### config.mk
export PLATFORM = sky130hd
export DESIGN_NAME = tdm_domain_fsm
export DESIGN_NICKNAME = d
export VERILOG_FILES = /design/src/rtl/tdm_domain_fsm_pkg.sv /design/src/rtl/tdm_domain_fsm_slot_timer_ctr.sv /design/src/rtl/tdm_domain_fsm.sv
export SDC_FILE = /design/constraint.sdc
export NUM_CORES = 1
export LEC_CHECK = 0
export CORE_MARGIN = 10
export CORE_UTILIZATION = 40
export DETAILED_ROUTE_END_ITERATION = 16
export GPL_TIMING_DRIVEN = 1
export PLACE_DENSITY = 0.69
export SYNTH_ARGS = -nofsm -noshare
export SYNTH_HDL_FRONTEND = slang
export SYNTH_HIERARCHICAL = 1
export SYNTH_SLANG_ARGS = --single-unit
### constraint.sdc
create_clock -name clk -period 3 [get_ports clk]
set_input_delay 0.6 -clock clk [delete_from_list [all_inputs] [get_ports clk]]
set_output_delay 0.6 -clock clk [all_outputs]
set_load 0.05 [all_outputs]
### src/rtl/tdm_domain_fsm_pkg.sv
// rtl/tdm_domain_fsm_pkg.sv - shared domain encodings and label helper for tdm_domain_fsm
package tdm_domain_fsm_pkg;

    typedef enum logic {
        MODE_L = 1'b0,
        MODE_H = 1'b1
    } mode_e;

    typedef enum logic {
        LBL_L = 1'b0,
        LBL_H = 1'b1
    } label_e;

    localparam int STATE_L          = 0;
    localparam int DEFAULT_SLOT_LEN = 10;

    // Security label of a cur_state value: only state 0 is public.
    function automatic label_e par_label(input int unsigned state);
        return (state == STATE_L) ? LBL_L : LBL_H;
    endfunction

endpackage

### src/rtl/tdm_domain_fsm_slot_timer_ctr.sv
// rtl/tdm_domain_fsm_slot_timer_ctr.sv - public reload/down-counter that paces slot switches
module tdm_domain_fsm_slot_timer_ctr #(
    parameter int SLOT_LEN = 10,
    parameter int TIMER_W  = 16
) (
    input  logic               clk,
    input  logic               reset,
    output logic [TIMER_W-1:0] slot_timer,
    output logic               expire
);

    assign expire = (slot_timer == '0);

    always_ff @(posedge clk) begin
        if (reset) begin
            slot_timer <= TIMER_W'(SLOT_LEN);
        end else if (expire) begin
            slot_timer <= TIMER_W'(SLOT_LEN);
        end else begin
            slot_timer <= slot_timer - TIMER_W'(1);
        end
    end

endmodule

### src/rtl/tdm_domain_fsm.sv
// rtl/tdm_domain_fsm.sv - timer-switched L/H time-division domain FSM with H scrub on exit
module tdm_domain_fsm
    import tdm_domain_fsm_pkg::*;
#(
    parameter int WIDTH    = 16,
    parameter int SLOT_LEN = DEFAULT_SLOT_LEN,
    parameter int TIMER_W  = 16,
    parameter int NUM_H    = 2
) (
    input  logic               clk,
    input  logic               reset,
    input  logic [WIDTH-1:0]   l_in,
    input  logic               l_in_valid,
    input  logic [WIDTH-1:0]   h_in,
    output logic [WIDTH-1:0]   out,
    output logic               out_valid,
    output logic               mode,
    output logic [TIMER_W-1:0] slot_timer,
    output logic [WIDTH-1:0]   h_out
);

    localparam int SW = $clog2(NUM_H + 1);
    localparam logic [SW-1:0] ST_L       = SW'(STATE_L);
    localparam logic [SW-1:0] ST_FIRST_H = SW'(1);
    localparam logic [SW-1:0] ST_LAST_H  = SW'(NUM_H);

    logic              expire;
    mode_e             mode_q, mode_d;
    logic [SW-1:0]     cur_state, state_d;
    logic [WIDTH-1:0]  h_acc, acc_d;
    logic [WIDTH-1:0]  out_d;
    logic              out_valid_d;

    tdm_domain_fsm_slot_timer_ctr #(
        .SLOT_LEN (SLOT_LEN),
        .TIMER_W  (TIMER_W)
    ) u_slot_timer (
        .clk        (clk),
        .reset      (reset),
        .slot_timer (slot_timer),
        .expire     (expire)
    );

    always_ff @(posedge clk) begin
        if (reset) begin
            mode_q    <= MODE_L;
            cur_state <= ST_L;
            h_acc     <= '0;
            out       <= '0;
            out_valid <= 1'b0;
        end else begin
            mode_q    <= mode_d;
            cur_state <= state_d;
            h_acc     <= acc_d;
            out       <= out_d;
            out_valid <= out_valid_d;
        end
    end

    // Public outputs depend only on mode, timer and l_in; H data only reaches h_acc/cur_state.
    always_comb begin
        mode_d      = mode_q;
        state_d     = cur_state;
        acc_d       = h_acc;
        out_d       = out;
        out_valid_d = 1'b0;

        if (expire) begin
            if (mode_q == MODE_L) begin
                mode_d  = MODE_H;
                state_d = ST_FIRST_H;
            end else begin
                mode_d  = MODE_L;
                state_d = ST_L;
                acc_d   = '0;
            end
        end else begin
            if (mode_q == MODE_L && l_in_valid) begin
                out_d       = l_in;
                out_valid_d = 1'b1;
            end

            if (cur_state > ST_LAST_H) begin
                state_d = ST_L;
                acc_d   = '0;
            end else if (cur_state != ST_L && h_in != '0) begin
                acc_d   = h_acc + h_in;
                state_d = (cur_state == ST_LAST_H) ? ST_FIRST_H : cur_state + SW'(1);
            end
        end
    end

    assign mode  = mode_q;
    assign h_out = h_acc;

endmodule

# Word level (Yosys, flattened, before mapping)
# Index checks and enable logic that the tools add are counted.
# totals
regBits	52
inputBits	35
output_inout_bits	50
word_cells	34
# op_classes
addsub	3
order_cmp	1
n_eq_ne	2
n_mux	11
bitwise_logic	2
n_reduce_logical	9
# ops
operator	n
$mux W16	4
$add A16 B16 Y16	1
$logic_not A16 Y1	1
$reduce_bool A16 Y1	1
$sub A16 B1 Y16 const B	1
$mux W2	4
$reduce_and A2 Y1	2
$mux W1	3
$reduce_bool A3 Y1	1
$add A2 B1 Y2 const B	1
$eq A2 B2 Y1 const B	1
$gt A2 B2 Y1 const B	1
$logic_and A1 B1 Y1	2
$ne A2 B1 Y1 const B	1
$not A1 Y1	2
$reduce_bool A2 Y1	1
$reduce_or A2 Y1	1

# Longest topological paths before layout
# logic_depth
ltp_word	5
depth_mapped	12
depth_no_buf	9

# By module
# Netlist, hierarchy kept.
# modules_own_cells
mod	instances	cells_each	area_per_inst_um2	seq_area_each_um2
tdm_domain_fsm	1	258	2144.6	720.7
tdm_domain_fsm_slot_timer_ctr	1	75	737.0	320.3

# Worst setup path after synthesis
# OpenSTA, ideal clock, no wires.
# synth_timing
path_kind	register -> register
startpoint	register u_slot_timer.slot_timer[0]
endpoint	register h_acc[0], in the netlist h_out[0]
setup_ps	70
arrival_ps	2890
required_ps	2930
slack_ps	40
stages_incl_launch_ff	12
synth_period_minus_slack_ps	2960
cell_sequence	dfxtp_1 > inv_1 > ha_1 > or4b_4 > nand4b_4 > nor4_1 > clkbuf_1 > nand2_1 > o31a_1 > buf_6 > or3b_1 > a21oi_1
# synth_via
elab_chain_len	3
# synth_rtl
element	line	text
from (decl)	tdm_domain_fsm_slot_timer_ctr.sv:8	output logic [TIMER_W-1:0] slot_timer,
from (signal assigned)	tdm_domain_fsm_slot_timer_ctr.sv:16	slot_timer <= TIMER_W'(SLOT_LEN);
from (signal assigned)	tdm_domain_fsm_slot_timer_ctr.sv:18	slot_timer <= TIMER_W'(SLOT_LEN);
from (signal assigned)	tdm_domain_fsm_slot_timer_ctr.sv:20	slot_timer <= slot_timer - TIMER_W'(1);
$logic_not A16 Y1 *	tdm_domain_fsm_slot_timer_ctr.sv:12	assign expire = (slot_timer == '0);
named net expire	tdm_domain_fsm.sv:27	logic expire;
$ne A2 B1 Y1 (no source line) / $reduce_bool A3 Y1 (equally long branches)	--	
$reduce_and A2 Y1 (no source line)	--	
to (signal assigned)	tdm_domain_fsm.sv:48	h_acc <= '0;
to (signal assigned)	tdm_domain_fsm.sv:54	h_acc <= acc_d;
to (decl)	tdm_domain_fsm.sv:30	logic [WIDTH-1:0] h_acc, acc_d;
# Mark *: on every way through the listed nets, which the timed path passes. The rest lies on a longest branch.
# A chain may end at the register's enable or synchronous reset.

# Worst setup path in the final report
# layout_timing
startpoint	input h_in[0]
endpoint	register h_acc[12], in the netlist h_out[12]
# layout_via
elab_chain_len	4
# layout_rtl
element	line	text
from (decl)	tdm_domain_fsm.sv:14	input logic [WIDTH-1:0] h_in,
$add A16 B16 Y16 / $reduce_bool A16 Y1 (equally long branches)	tdm_domain_fsm.sv:87, tdm_domain_fsm.sv:86	
$mux W16 / $logic_and A1 B1 Y1 (equally long branches)	tdm_domain_fsm.sv:86	end else if (cur_state != ST_L && h_in != '0) begin
$mux W16 / $reduce_bool A3 Y1 (equally long branches)	--	
$mux W16 / $reduce_and A2 Y1 (equally long branches)	--	
# Several ways; a longest one is shown, not always the timed one. The select of a mux whose other input is x is not followed.

==> impl_metrics.env <==
export IMPL_io_buffers=84
export IMPL_p_total_mw=1.693
export IMPL_fin_tns_setup_ns=0
export IMPL_yosys_most_used_dff="dfxtp_1"
export IMPL_final_util_pct=56.94
export IMPL_maxCapViolations=0
export IMPL_synth_top_area_cell="dfxtp_1"
export IMPL_outcome="finished clean"
export IMPL_cts_tree="built"
export IMPL_routabilityCongestion=0.8732
export IMPL_worst_path_max_fanout=3
export IMPL_cts_resized_gates=0
export IMPL_p_leak_nw=1.553
export IMPL_worst_slack_ns=0.2816
export IMPL_synth_seq_cells=52
export IMPL_antenna_found_initial=0
export IMPL_core_area_um2=6907
export IMPL_synthCells=333
export IMPL_wl_um=7897
export IMPL_path_class="in2reg"
export IMPL_r2r_setup_slack_ns=0.35
export IMPL_end_kind="flop"
export IMPL_die_area_um2=11000
export IMPL_yosys_warnings=6
export IMPL_fin_skew_ns=0.004311
export IMPL_synth_seq_area_share_pct=36.13
export IMPL_post_place_ws_ns=-0.01210
export IMPL_ctsRootBufferMaster="clkbuf_8"
export IMPL_async_flop_share_pct=0
export IMPL_power_density_nw_per_um2=430.6
export IMPL_gr_usage_all_layers_pct=14.00
export IMPL_postCtsSetupRepairBufs=0
export IMPL_cts_made_buffers=5
export IMPL_yosysMostFrequentCell="dfxtp_1"
export IMPL_fillCellCount=662
export IMPL_num_io_pins=85
export IMPL_slew_viol_final=0
export IMPL_initialDrtViolationCount=137
export IMPL_cts_max_level=2
export IMPL_numClockSinks=52
export IMPL_syn_nets=385
export IMPL_required_ns=3.25
export IMPL_timing_final_crit_share_pct=90.61
export IMPL_ant_nets=0
export IMPL_die_w_um=104.9
export IMPL_wire_per_inst_um=15.33
export IMPL_die_y_um=104.9
export IMPL_avgSynthCellArea_um2=8.653
export IMPL_num_rows=30
export IMPL_final_cell_count_no_fill=515
export IMPL_drive_gt1_share_pct=7.160
export IMPL_grt_pass1_vias=2625
export IMPL_dp_hpwl_um=6072
export IMPL_syn_area_um2=2882
export IMPL_relSlewSlack_pct=46.75
export IMPL_max_freq_mhz=367.9
export IMPL_grt_pass1_wl_um=13060
export IMPL_setup_violations=0
export IMPL_crit_arrival_ns=2.97
export IMPL_synthTopCellsByCount="52 x dfxtp_1, 47 x nand2_1, 34 x a21oi_1"
export IMPL_cp_start_kind="input pin"
export IMPL_postCtsHoldBufs=0
export IMPL_period_needed_ns=2.718
export IMPL_rsz0062_at_grt="false"
export IMPL_clockBufferDepth=2
export IMPL_vias=2694
export IMPL_clk_pin_slew_worst_paths_ns=0.10
export IMPL_drt_pass1_iter_count=4
export IMPL_hp_class="reg2reg"
export IMPL_nets=470
export IMPL_grt_max_degree=29
export IMPL_synth_edff_count=0
export IMPL_peakVddDrop_v=0.0002482
export IMPL_drcViolationCount=0
export IMPL_diodes=0
export IMPL_via_per_inst=5.231
export IMPL_start_util_pct=41.72
export IMPL_syn2layout_area_growth_pct=36.47
export IMPL_ys_types=57
export IMPL_hold_viol=0
export IMPL_worst_pin_slew_ns=0.7960
export IMPL_grt_ovfl_total=0
export IMPL_yosys_top_cells_area="dfxtp_1 36%, ha_1 6.9%, nand2_1 6.1%, a21oi_1 5.9%, nor2_1 4.2%"
export IMPL_post_place_cells=507
export IMPL_clkLatencyLatePin_ns=0.30
export IMPL_synth_top_area_share_pct=36.13
## critical path, stage by stage
cell and delay (ns):
clkdlybuf4s50_1 0.51, ha_1 0.18, inv_1 0.05, fa_1 0.40, nor2b_1 0.17, o2111ai_1 0.20
a21oi_1 0.26, o31ai_1 0.12, a2111o_1 0.41, nand3_1 0.07
## registers in the layout, summed over array words and instances (netlist names)
name	count
h_out	16
mode	1
cur_state	2
out	16
out_valid	1
u_slot_timer/slot_timer	16
## path summary, 6_finish.rpt
check,startpoint,endpoint,cells past startpoint
min reg2reg,out[13]$_SDFFE_PP0P_,out[13]$_SDFFE_PP0P_,2
min,out[13]$_SDFFE_PP0P_,out[13]$_SDFFE_PP0P_,2
max,h_in[0],h_out[12]$_SDFFE_PP0P_,10
max reg2reg,u_slot_timer/slot_timer[0]$_SDFF_PP0_,h_out[0]$_SDFFE_PP0P_,9
## metrics by stage
stage          cell area (um2)  hold WS [ns]
2_1_floorplan             2882        0.5244
3_3_place_gp              3832        0.4416
3_5_place_dp              3832        0.4473
4_1_cts                   3921        0.4617
5_1_grt                   3933        0.4818
6_report                  3933        0.4591
## power by group
part	switching, mW	internal, mW	leakage, nW
Combinational	0.310	0.201	1.09
Sequential	0.0424	0.732	0.424
Clock	0.241	0.167	0.0414
## logic make-up after synthesis
group	count (synthesis)	share of synthesized area [%]
fa+ha+maj	17	7.642
flops	52	36.13
mux	2	0.6948
simple gates	137	26.14
compound gates	82	19.76
buf+inv	23	3.560
xor+xnor	20	6.079
## routing by layer
metal	wire length, um	up-vias	GRT usage, %	part of all wire, %
li1	-	1378	-	-
met1	3651	1243	17.49	46
met2	3581	68	21.98	45
met3	581	5	4.914	7.4
met4	82	0	4.510	1.0
met5	0	-	0	0
## layout by cell type (no fill, tap or decap), types with 4 or more instances in the layout
cell type        instances
clkdlybuf4s50_1         84
a22oi_1                  5
inv_1                   11
xnor2_1                 13
o21ai_0                  5
a31oi_1                  4
nand2_1                 46
clkbuf_8                 5
dfxtp_1                 52
nand3_1                  6
ha_1                    16
a21oi_1                 34
nor2_1                  32
nand2b_1                 4
a21o_1                   8
nor3_1                  10
nor4_2                   4
xor2_1                   7
buf_4                    6
## layout make-up
| type | count | area [um2] | area share [%] |
|---|---|---|---|
| clock buffers | 6 | 72.57 | 1.845 |
| inverters | 11 | 41.29 | 1.050 |
| repair buffers | 90 | 885.9 | 22.53 |
| well taps | 96 | 120.1 | 3.054 |
| flip-flops and latches | 52 | 1041 | 26.47 |
| multi-input cells | 258 | 1755 | 44.64 |
| clock inverters | 2 | 16.27 | 0.4136 |
Power figures use the tool's default switching activity.
